File: src/rtl/vector_pair_loader.sv
// Packs (x, y) element pairs into SIZE-bit operand buses; out_valid rises one cycle after the closing accept.
// in_ready is low for the whole HOLD phase, so the completed pair stays bit-stable until out_ready.
module vector_pair_loader #(
    parameter int  SIZE_ARRAY = 4,
    parameter int  SIZE_INT   = 32,
    localparam int SIZE       = SIZE_ARRAY * SIZE_INT,
    localparam int CW         = $clog2(SIZE_ARRAY + 1)
) (
    input  logic                clk,
    input  logic                rst_n,
    input  logic                in_valid,
    output logic                in_ready,
    input  logic [SIZE_INT-1:0] in_x,
    input  logic [SIZE_INT-1:0] in_y,
    input  logic                in_last,
    output logic                out_valid,
    input  logic                out_ready,
    output logic [SIZE-1:0]     IX,
    output logic [SIZE-1:0]     IY,
    output logic [CW-1:0]       out_count
);

    localparam int IW = (SIZE_ARRAY > 1) ? $clog2(SIZE_ARRAY) : 1;

    typedef enum logic {FILL = 1'b0, HOLD = 1'b1} state_t;

    state_t              r_state;
    state_t              w_next;
    logic [IW-1:0]       r_idx;
    logic [SIZE_INT-1:0] r_x [SIZE_ARRAY];
    logic [SIZE_INT-1:0] r_y [SIZE_ARRAY];
    logic [CW-1:0]       r_count;
    logic                w_accept;
    logic                w_close;
    logic                w_out_hs;

    assign w_accept = in_valid && (r_state == FILL);
    assign w_close  = w_accept && (in_last || (r_idx == IW'(SIZE_ARRAY - 1)));
    assign w_out_hs = (r_state == HOLD) && out_ready;

    always_ff @(posedge clk or negedge rst_n) begin
        if (!rst_n) begin
            r_state <= FILL;
        end else begin
            r_state <= w_next;
        end
    end

    always_comb begin
        w_next = r_state;
        case (r_state)
            FILL:    if (w_close)  w_next = HOLD;
            HOLD:    if (w_out_hs) w_next = FILL;
            default: w_next = FILL;
        endcase
    end

    always_comb begin
        in_ready  = (r_state == FILL);
        out_valid = (r_state == HOLD);
    end

    // Closing accept also clears every slot above the write index so stale data reads as zero.
    always_ff @(posedge clk or negedge rst_n) begin
        if (!rst_n) begin
            r_idx   <= '0;
            r_count <= '0;
            for (int k = 0; k < SIZE_ARRAY; k++) begin
                r_x[k] <= '0;
                r_y[k] <= '0;
            end
        end else if (w_accept) begin
            for (int k = 0; k < SIZE_ARRAY; k++) begin
                if (IW'(k) == r_idx) begin
                    r_x[k] <= in_x;
                    r_y[k] <= in_y;
                end else if (w_close && (IW'(k) > r_idx)) begin
                    r_x[k] <= '0;
                    r_y[k] <= '0;
                end
            end
            if (w_close) begin
                r_count <= CW'(r_idx) + CW'(1);
            end else begin
                r_idx <= r_idx + IW'(1);
            end
        end else if (w_out_hs) begin
            r_idx <= '0;
        end
    end

    for (genvar g = 0; g < SIZE_ARRAY; g++) begin : g_pack
        assign IX[g*SIZE_INT +: SIZE_INT] = r_x[g];
        assign IY[g*SIZE_INT +: SIZE_INT] = r_y[g];
    end

    assign out_count = r_count;

endmodule

File: config.mk
export PLATFORM = sky130hd
export DESIGN_NAME = vector_pair_loader
export DESIGN_NICKNAME = d
export VERILOG_FILES = /design/src/rtl/vector_pair_loader.sv
export SDC_FILE = /design/constraint.sdc
export NUM_CORES = 1
export LEC_CHECK = 0
export ABC_AREA = 1
export CORE_MARGIN = 4
export CORE_UTILIZATION = 42
export CTS_CLUSTER_SIZE = 20
export DETAILED_ROUTE_END_ITERATION = 8
export PLACE_DENSITY = 0.78
export SYNTH_ARGS = -nofsm -noshare
export SYNTH_HDL_FRONTEND = slang
export SYNTH_SLANG_ARGS = --single-unit
File: constraint.sdc
create_clock -name clk -period 1.3 [get_ports clk]
set_input_delay 0.195 -clock clk [delete_from_list [all_inputs] [get_ports clk]]
set_output_delay 0.195 -clock clk [all_outputs]
set_load 0.01 [all_outputs]
==> reports/summary.txt, run 1 <==
==================================================================================
Failing checks                                                        negative setup slack
Kind of launch point of the worst setup path                             flip-flop
DIE WIDTH                                                                   168 um
Detailed placer's ending HPWL                                              24.3 mm
Critical Path Fanout Max                                                        35
Flip-flop and latch count after synthesis                                      262
Crit path kind                                                          reg -> reg
Post-route clock period utilization                                           116%
Die outline area                                                       28,100 um^2
Leading cell type in the layout, fill and taps excluded               sky130_fd_sc_hd__nand2_1
Count of input and output buffers                                              329
Worst slew pin tran                                                         478 ps
Latest clock arrival within the worst-skew pair                             530 ps
Number of antenna-violating nets in the routed design                            0
Arr. time, crit path                                                       1910 ps
Maximum clock frequency                                                  0.663 GHz
Synthesized area                                                       10,700 um^2
Via/cell ratio                                                                5.16
Total power consumption of the routed design                               33.1 mW
Final nets                                                                   1,648
Data required time at the worst endpoint                                   1710 ps
Routed length per instance                                                 20.5 um
CP peak stage delay                                                         420 ps
DRT Pass-1 Iters                                                                 5
Signed area change from the synthesized netlist to the final layout          44.5%
Yosys Warn Count                                                                 0
Cell row count                                                                  58
Routed length on met3                                                      3.22 mm
Max rail drop VDD                                                          1.19 mV
Post-synth top flop                                                   sky130_fd_sc_hd__dfrtp_1
Fill cell total of the finished layout                                       2,141
Setup repair after global routing missed its margin                            yes
Part of the Yosys area used for sequential elements                          61.3%
Number of synthesized flops with an enable pin                                   0
Drt initial violations                                                         726
Critical Path, Cell by Cell                                           buf_6, nor2_8, buf_12, nand2_8, buf_12, nand2_1, o21ai_1
Post-route worst setup slack                                               -208 ps
Total negative slack for setup checks                                   -35,820 ps
Residual overflow from global routing                                            0
Final Wtd Congestion                                                         0.841
Share of layout cells above drive strength 1                                 31.6%
Clock Skews                                                                11.2 ps
# H-tree levels                                                                  1
Leakage dissipation                                                        8.66 nW
Average cell area after synthesis                                        9.07 um^2
Final worst path period need                                               1510 ps
Ports                                                                          330
Final standard cell count with taps included and fillers excluded            1,927
Clk pin slew, worst setup/hold paths                                         60 ps
Most frequent cells in the layout                                     sky130_fd_sc_hd__nand2_1, sky130_fd_sc_hd__dfrtp_1, sky130_fd_sc_hd__buf_2
Share of async-settable or async-resettable flops after synthesis             100%
TritonCTS Buffers                                                               28
Antenna violations before repair                                                 1
Critical path's most frequent cell                                    sky130_fd_sc_hd__buf_12
Count of cells along the worst register-to-register path                         7
Chip height                                                                 168 um
Via count of the first global-routing pass                                   9,839
Worst hold path type                                                   in -> async
Setup slack after placement                                                -387 ps
Clock tree from TritonCTS                                                      yes
Met2 routed wirelength                                                     19.3 mm
Total wire length after detailed routing                                   39.5 mm
Clock net sink count                                                           262
Slowest library cell on the worst path                                sky130_fd_sc_hd__dfrtp_2
Slew Limit Headroom                                                          68.1%
Wire length of the first global-routing pass                               55.9 mm
Areal power density over the cells                                    2140 nW/um^2
Initial core utilization                                                     42.6%
Nature of the critical path endpoint                                     flip-flop
Number of max-slew violations in the final report                                0
Top layer used by detailed routing                                            met4
Via count                                                                    9,950
Post-synthesis net count                                                     1,253
Number of remaining DRC errors                                                   0
Pin count of the biggest net entering global routing                            48
Global router's overall resource usage                                       24.6%
Maximum buffer depth of the clock tree                                           3
Number of library cell types mapped by synthesis                                21
Total core area                                                        25,100 um^2
Status                                                                finished with violations
# Max-Cap Violations                                                             0
Gate count of the mapped netlist                                             1,180
Endpoints failing hold                                                           0
Clock tree root driver cell                                           sky130_fd_sc_hd__clkbuf_16
Instance count after placement with tap cells included                       1,825
Final worst hold slack                                                      181 ps
Post-Route M1 WL                                                           15.5 mm
Number of endpoints failing setup at the final stage                           264
==================================================================================
==> metal layers <==
layer / track usage (%) / up-vias
met3: 5.15 / 83
met4: 8.57 / 0
met5: 0 / -
met1: 31.5 / 4877
met2: 41.8 / 502
li1: - / 4488
==> final cells by class <==
class                      count  area, um^2  area share (%)
tap                          330         413            2.67
multi-input combinational    803        3870            25.0
clock inverter                 7        63.8           0.413
clock buffer                  44         872            5.64
inverter                      42         190            1.23
antenna                        1        2.50          0.0162
timing repair buffer         438        3490            22.6
sequential                   262        6560            42.4
==> kinds of logic after synthesis <==
group | after synthesis | share of synthesized area [%]
adders and majority gates | 4 | 0.468
and+or+nand+nor | 733 | 29.3
buffers and inverters | 115 | 5.87
DFF | 262 | 61.3
AOI/OAI and AO/OA | 66 | 3.09
==> registers in the layout, indices dropped and copies added, names as in the netlist <==
signal	count
IX	128
IY	128
out_count	3
out_valid	1
r_idx	2
==> power by group <==
part	leakage [nW]	internal [mW]	total (mW)	switching [mW]
sequential	3.47	10.9	12.5	1.62
clock	0.467	4.78	8.04	3.26
combinational	4.72	5.22	12.5	7.28
==> synthesized netlist by cell type (4+ instances only) <==
cell | number | area [um^2]
sky130_fd_sc_hd__inv_1 | 37 | 139
sky130_fd_sc_hd__clkbuf_1 | 9 | 33.8
sky130_fd_sc_hd__buf_4 | 12 | 90.1
sky130_fd_sc_hd__buf_6 | 14 | 158
sky130_fd_sc_hd__buf_2 | 36 | 180
sky130_fd_sc_hd__o21ai_1 | 52 | 260
sky130_fd_sc_hd__nand3b_1 | 64 | 480
sky130_fd_sc_hd__ha_1 | 4 | 50.1
sky130_fd_sc_hd__dfrtp_1 | 262 | 6560
sky130_fd_sc_hd__nand3_1 | 77 | 385
sky130_fd_sc_hd__nand2_1 | 583 | 2190
sky130_fd_sc_hd__o21ai_0 | 14 | 70.1
sky130_fd_sc_hd__inv_2 | 5 | 18.8
==> worst paths after layout <==
path                            startpoint      end  slack (ps)
max in group asynchronous            rst_n  IX[112]         500
worst min-delay path                 rst_n   IX[10]         180
worst max register to register   out_valid   IX[15]        -210
worst min register to register      IY[81]   IY[81]         460
worst max-delay path             out_valid   IX[15]        -210
min in group clk                   in_x[4]   IX[36]         270
==> metrics by stage <==
step | util [%] | cell area [um^2]
floorplan | - | 10800
global placement | 58.6 | 14700
detailed placement | 58.6 | 14700
CTS | 58.4 | 14700
global route | 61.6 | 15500
finish | 61.6 | 15500
==> worst max-delay path, delay by kind of cell, from the launching register on <==
family	cells	cell delay, ps
compound gates	1	90
flops	1	420
simple gates	3	360
buf+inv	3	480
==> what timing repair did <==
action | in CTS | in global routing
pin swaps | 3 | 29
endpoints found under the hold margin | 237 | 0
endpoints found under the setup margin | 521 | 308
setup buffers | 25 | 8
gates cloned | 1 | 16
resized for setup | 1070 | 108
hold buffers | 1 | 0
No activity file was read; power rests on OpenSTA's default activity.
==> inputs of run 2 (changes only) <==
CORE_UTILIZATION = 44   (was 42)
CTS_BUF_LIST = sky130_fd_sc_hd__clkbuf_8   (was default)
PLACE_DENSITY = 0.81   (was 0.78)
==> reports/summary.txt, run 2 (synthesis results as in run 1) <==
==================================================================================
CP peak stage delay                                                         450 ps   was 420 ps
Maximum clock frequency                                                  0.665 GHz   was 0.663 GHz
Signed area change from the synthesized netlist to the final layout          44.4%   was 44.5%
TritonCTS Buffers                                                               43   was 28
Max rail drop VDD                                                          1.12 mV   was 1.19 mV
Clock tree from TritonCTS                                                      yes   unchanged
Post-route clock period utilization                                           116%   about the same
Kind of launch point of the worst setup path                             flip-flop   unchanged
Number of remaining DRC errors                                                   0   unchanged
Maximum buffer depth of the clock tree                                           3   unchanged
Post-route worst setup slack                                               -203 ps   was -208 ps
Chip height                                                                 164 um   was 168 um
Pin count of the biggest net entering global routing                            55   was 48
Antenna violations before repair                                                 1   unchanged
Areal power density over the cells                                    2100 nW/um^2   was 2140 nW/um^2
Instance count after placement with tap cells included                       1,812   was 1,825
Latest clock arrival within the worst-skew pair                             540 ps   was 530 ps
Initial core utilization                                                     45.2%   was 42.6%
Via count                                                                   10,113   was 9,950
Worst hold path type                                                   in -> async   unchanged
Number of endpoints failing setup at the final stage                           269   was 264
DRT Pass-1 Iters                                                                 5   unchanged
Die outline area                                                       26,900 um^2   was 28,100 um^2
Slew Limit Headroom                                                          65.3%   was 68.1%
Slowest library cell on the worst path                                sky130_fd_sc_hd__dfrtp_2   unchanged
Number of antenna-violating nets in the routed design                            0   unchanged
Via count of the first global-routing pass                                  10,012   was 9,839
Crit path kind                                                          reg -> reg   unchanged
Clk pin slew, worst setup/hold paths                                         60 ps   about the same
Final Wtd Congestion                                                         0.856   was 0.841
DIE WIDTH                                                                   164 um   was 168 um
Fill cell total of the finished layout                                       1,987   was 2,141
Total wire length after detailed routing                                   40.5 mm   was 39.5 mm
Area occupied by multi-input gates                                       3870 um^2   about the same
Failing checks                                                        negative setup slack   unchanged
Clock share of power                                                         23.0%   was 24.3%
Leakage dissipation                                                        8.70 nW   was 8.66 nW
# Max-Cap Violations                                                             0   unchanged
Setup repair after global routing missed its margin                            yes   unchanged
Reg2reg setup slack                                                        -200 ps   was -210 ps
Switching share of total power                                               37.5%   was 36.8%
Critical Path, Cell by Cell                                           inv_1, ha_2, buf_12, nand2_1, nand3b_1, nand2_1   was buf_6, nor2_8, buf_12, nand2_8, buf_12, nand2_1, o21ai_1
Data required time at the worst endpoint                                   1770 ps   was 1710 ps
Cell row count                                                                  56   was 58
Nature of the critical path endpoint                                     flip-flop   unchanged
Number of max-slew violations in the final report                                0   unchanged
Area occupied by registers                                               6560 um^2   unchanged
Clock net sink count                                                           262   unchanged
Worst path top cell family by delay                                     flip-flops   was buffers and inverters
Final nets                                                                   1,660   was 1,648
Count of input and output buffers                                              329   unchanged
Sequential group share of total power                                        38.6%   was 37.9%
Number of buffers and inverters on the critical path                             2   was 3
Detailed placer's ending HPWL                                              24.4 mm   was 24.3 mm
Sw Pwr                                                                     12.2 mW   about the same
Worst slew pin tran                                                         521 ps   was 478 ps
Ports                                                                          330   unchanged
Drt initial violations                                                         946   was 726
Total core area                                                        23,700 um^2   was 25,100 um^2
Critical Path Fanout Max                                                        32   was 35
Status                                                                finished with violations   unchanged
Residual overflow from global routing                                            0   unchanged
Global router's overall resource usage                                       26.5%   was 24.6%
Endpoints failing hold                                                           0   unchanged
Arr. time, crit path                                                       1970 ps   was 1910 ps
Setup slack after placement                                                -370 ps   was -387 ps
Share of layout cells above drive strength 1                                 31.4%   was 31.6%
Final standard cell count with taps included and fillers excluded            1,937   was 1,927
Final worst path period need                                               1500 ps   was 1510 ps
Routed length per instance                                                 20.9 um   was 20.5 um
Clock Skews                                                                16.3 ps   was 11.2 ps
Clock tree root driver cell                                           sky130_fd_sc_hd__clkbuf_8   was sky130_fd_sc_hd__clkbuf_16
Most frequent cells in the layout                                     sky130_fd_sc_hd__nand2_1, sky130_fd_sc_hd__dfrtp_1, sky130_fd_sc_hd__buf_2   unchanged
Critical path's most frequent cell                                    sky130_fd_sc_hd__nand2_1   was sky130_fd_sc_hd__buf_12
Leading cell type in the layout, fill and taps excluded               sky130_fd_sc_hd__nand2_1   unchanged
Final worst hold slack                                                      203 ps   was 181 ps
# H-tree levels                                                                  2   was 1
Internal Dissipation                                                       20.3 mW   was 20.9 mW
Wire length of the first global-routing pass                               56.0 mm   was 55.9 mm
Via/cell ratio                                                                5.22   was 5.16
Combinational Power Share                                                    38.3%   was 37.8%
==================================================================================
==> run 2: cell types whose count changed in the layout (fill, tap and decap cells not counted), moves of 6 or more <==
cell,change
sky130_fd_sc_hd__nand3_2,-8
sky130_fd_sc_hd__nand2_2,-12
sky130_fd_sc_hd__clkbuf_8,+47
sky130_fd_sc_hd__buf_4,-9
sky130_fd_sc_hd__clkbuf_1,-6
sky130_fd_sc_hd__nand2_1,+6
sky130_fd_sc_hd__inv_1,+15
sky130_fd_sc_hd__buf_6,+12
sky130_fd_sc_hd__buf_2,-6
sky130_fd_sc_hd__nand3_1,+8
sky130_fd_sc_hd__clkbuf_16,-29
==> run 2: repair_timing <==
action / in CTS / in global routing
gates resized for setup: 1078 / 110
endpoints found under the setup margin: 521 / 386
hold buffers: 1 / 0
endpoints found under the hold margin: 46 / 0
pin swaps: 5 / 30
setup buffers: 24 / 5
cloned: 2 / 19
==> run 2: stage by stage <==
| stage | power (mW) | instance area (um^2) | setup TNS (ps) | utilization (%) |
|---|---|---|---|---|
| 5_1_grt | 34.2 | 15500 | -47960 | 65.2 |
| 4_1_cts | 31.4 | 14700 | -29700 | 61.9 |
| 3_5_place_dp | 26.0 | 14700 | -74670 | 61.9 |
| 3_3_place_gp | 25.6 | 14700 | -64020 | 61.9 |
| 2_1_floorplan | 17.9 | 10800 | -1730 | - |
| 6_report | 32.4 | 15500 | -31350 | 65.2 |
==> run 2: worst paths after layout <==
path                                 from   endpoint  cells after the start
worst max-delay path             r_idx[0]     IX[64]                      6
worst min-delay path                rst_n    IX[107]                      2
worst max register to register   r_idx[0]     IX[64]                      6
worst min register to register     IY[91]     IY[91]                      2
max in group asynchronous           rst_n      IY[5]                      3
min in group clk                out_ready  out_valid                      2
==> run 2: layout make-up <==
cell class | count | share of cell area, %
clock inverters | 19 | 0.818
inverters | 42 | 1.18
well taps | 319 | 2.58
diodes | 1 | 0.0162
repair buffers | 435 | 22.9
flip-flops and latches | 262 | 42.5
multi-input cells | 803 | 25.1
clock buffers | 56 | 4.99
==> run 2: power by group through the flow <==
stage	Clock [mW]	Combinational [mW]	Sequential, mW
finish	7.48	12.4	12.5
global route	8.00	13.4	12.8
CTS	7.57	11.5	12.4
detailed placement	0	13.4	12.6
global placement	0	13.1	12.5
floorplan	0	4.13	13.7
==> run 2: per-layer routing <==
layer	GRT usage (%)	wire length, um
met1	33.3	15400
met2	45.4	19900
met3	5.32	3380
met4	9.84	1780
met5	0	0
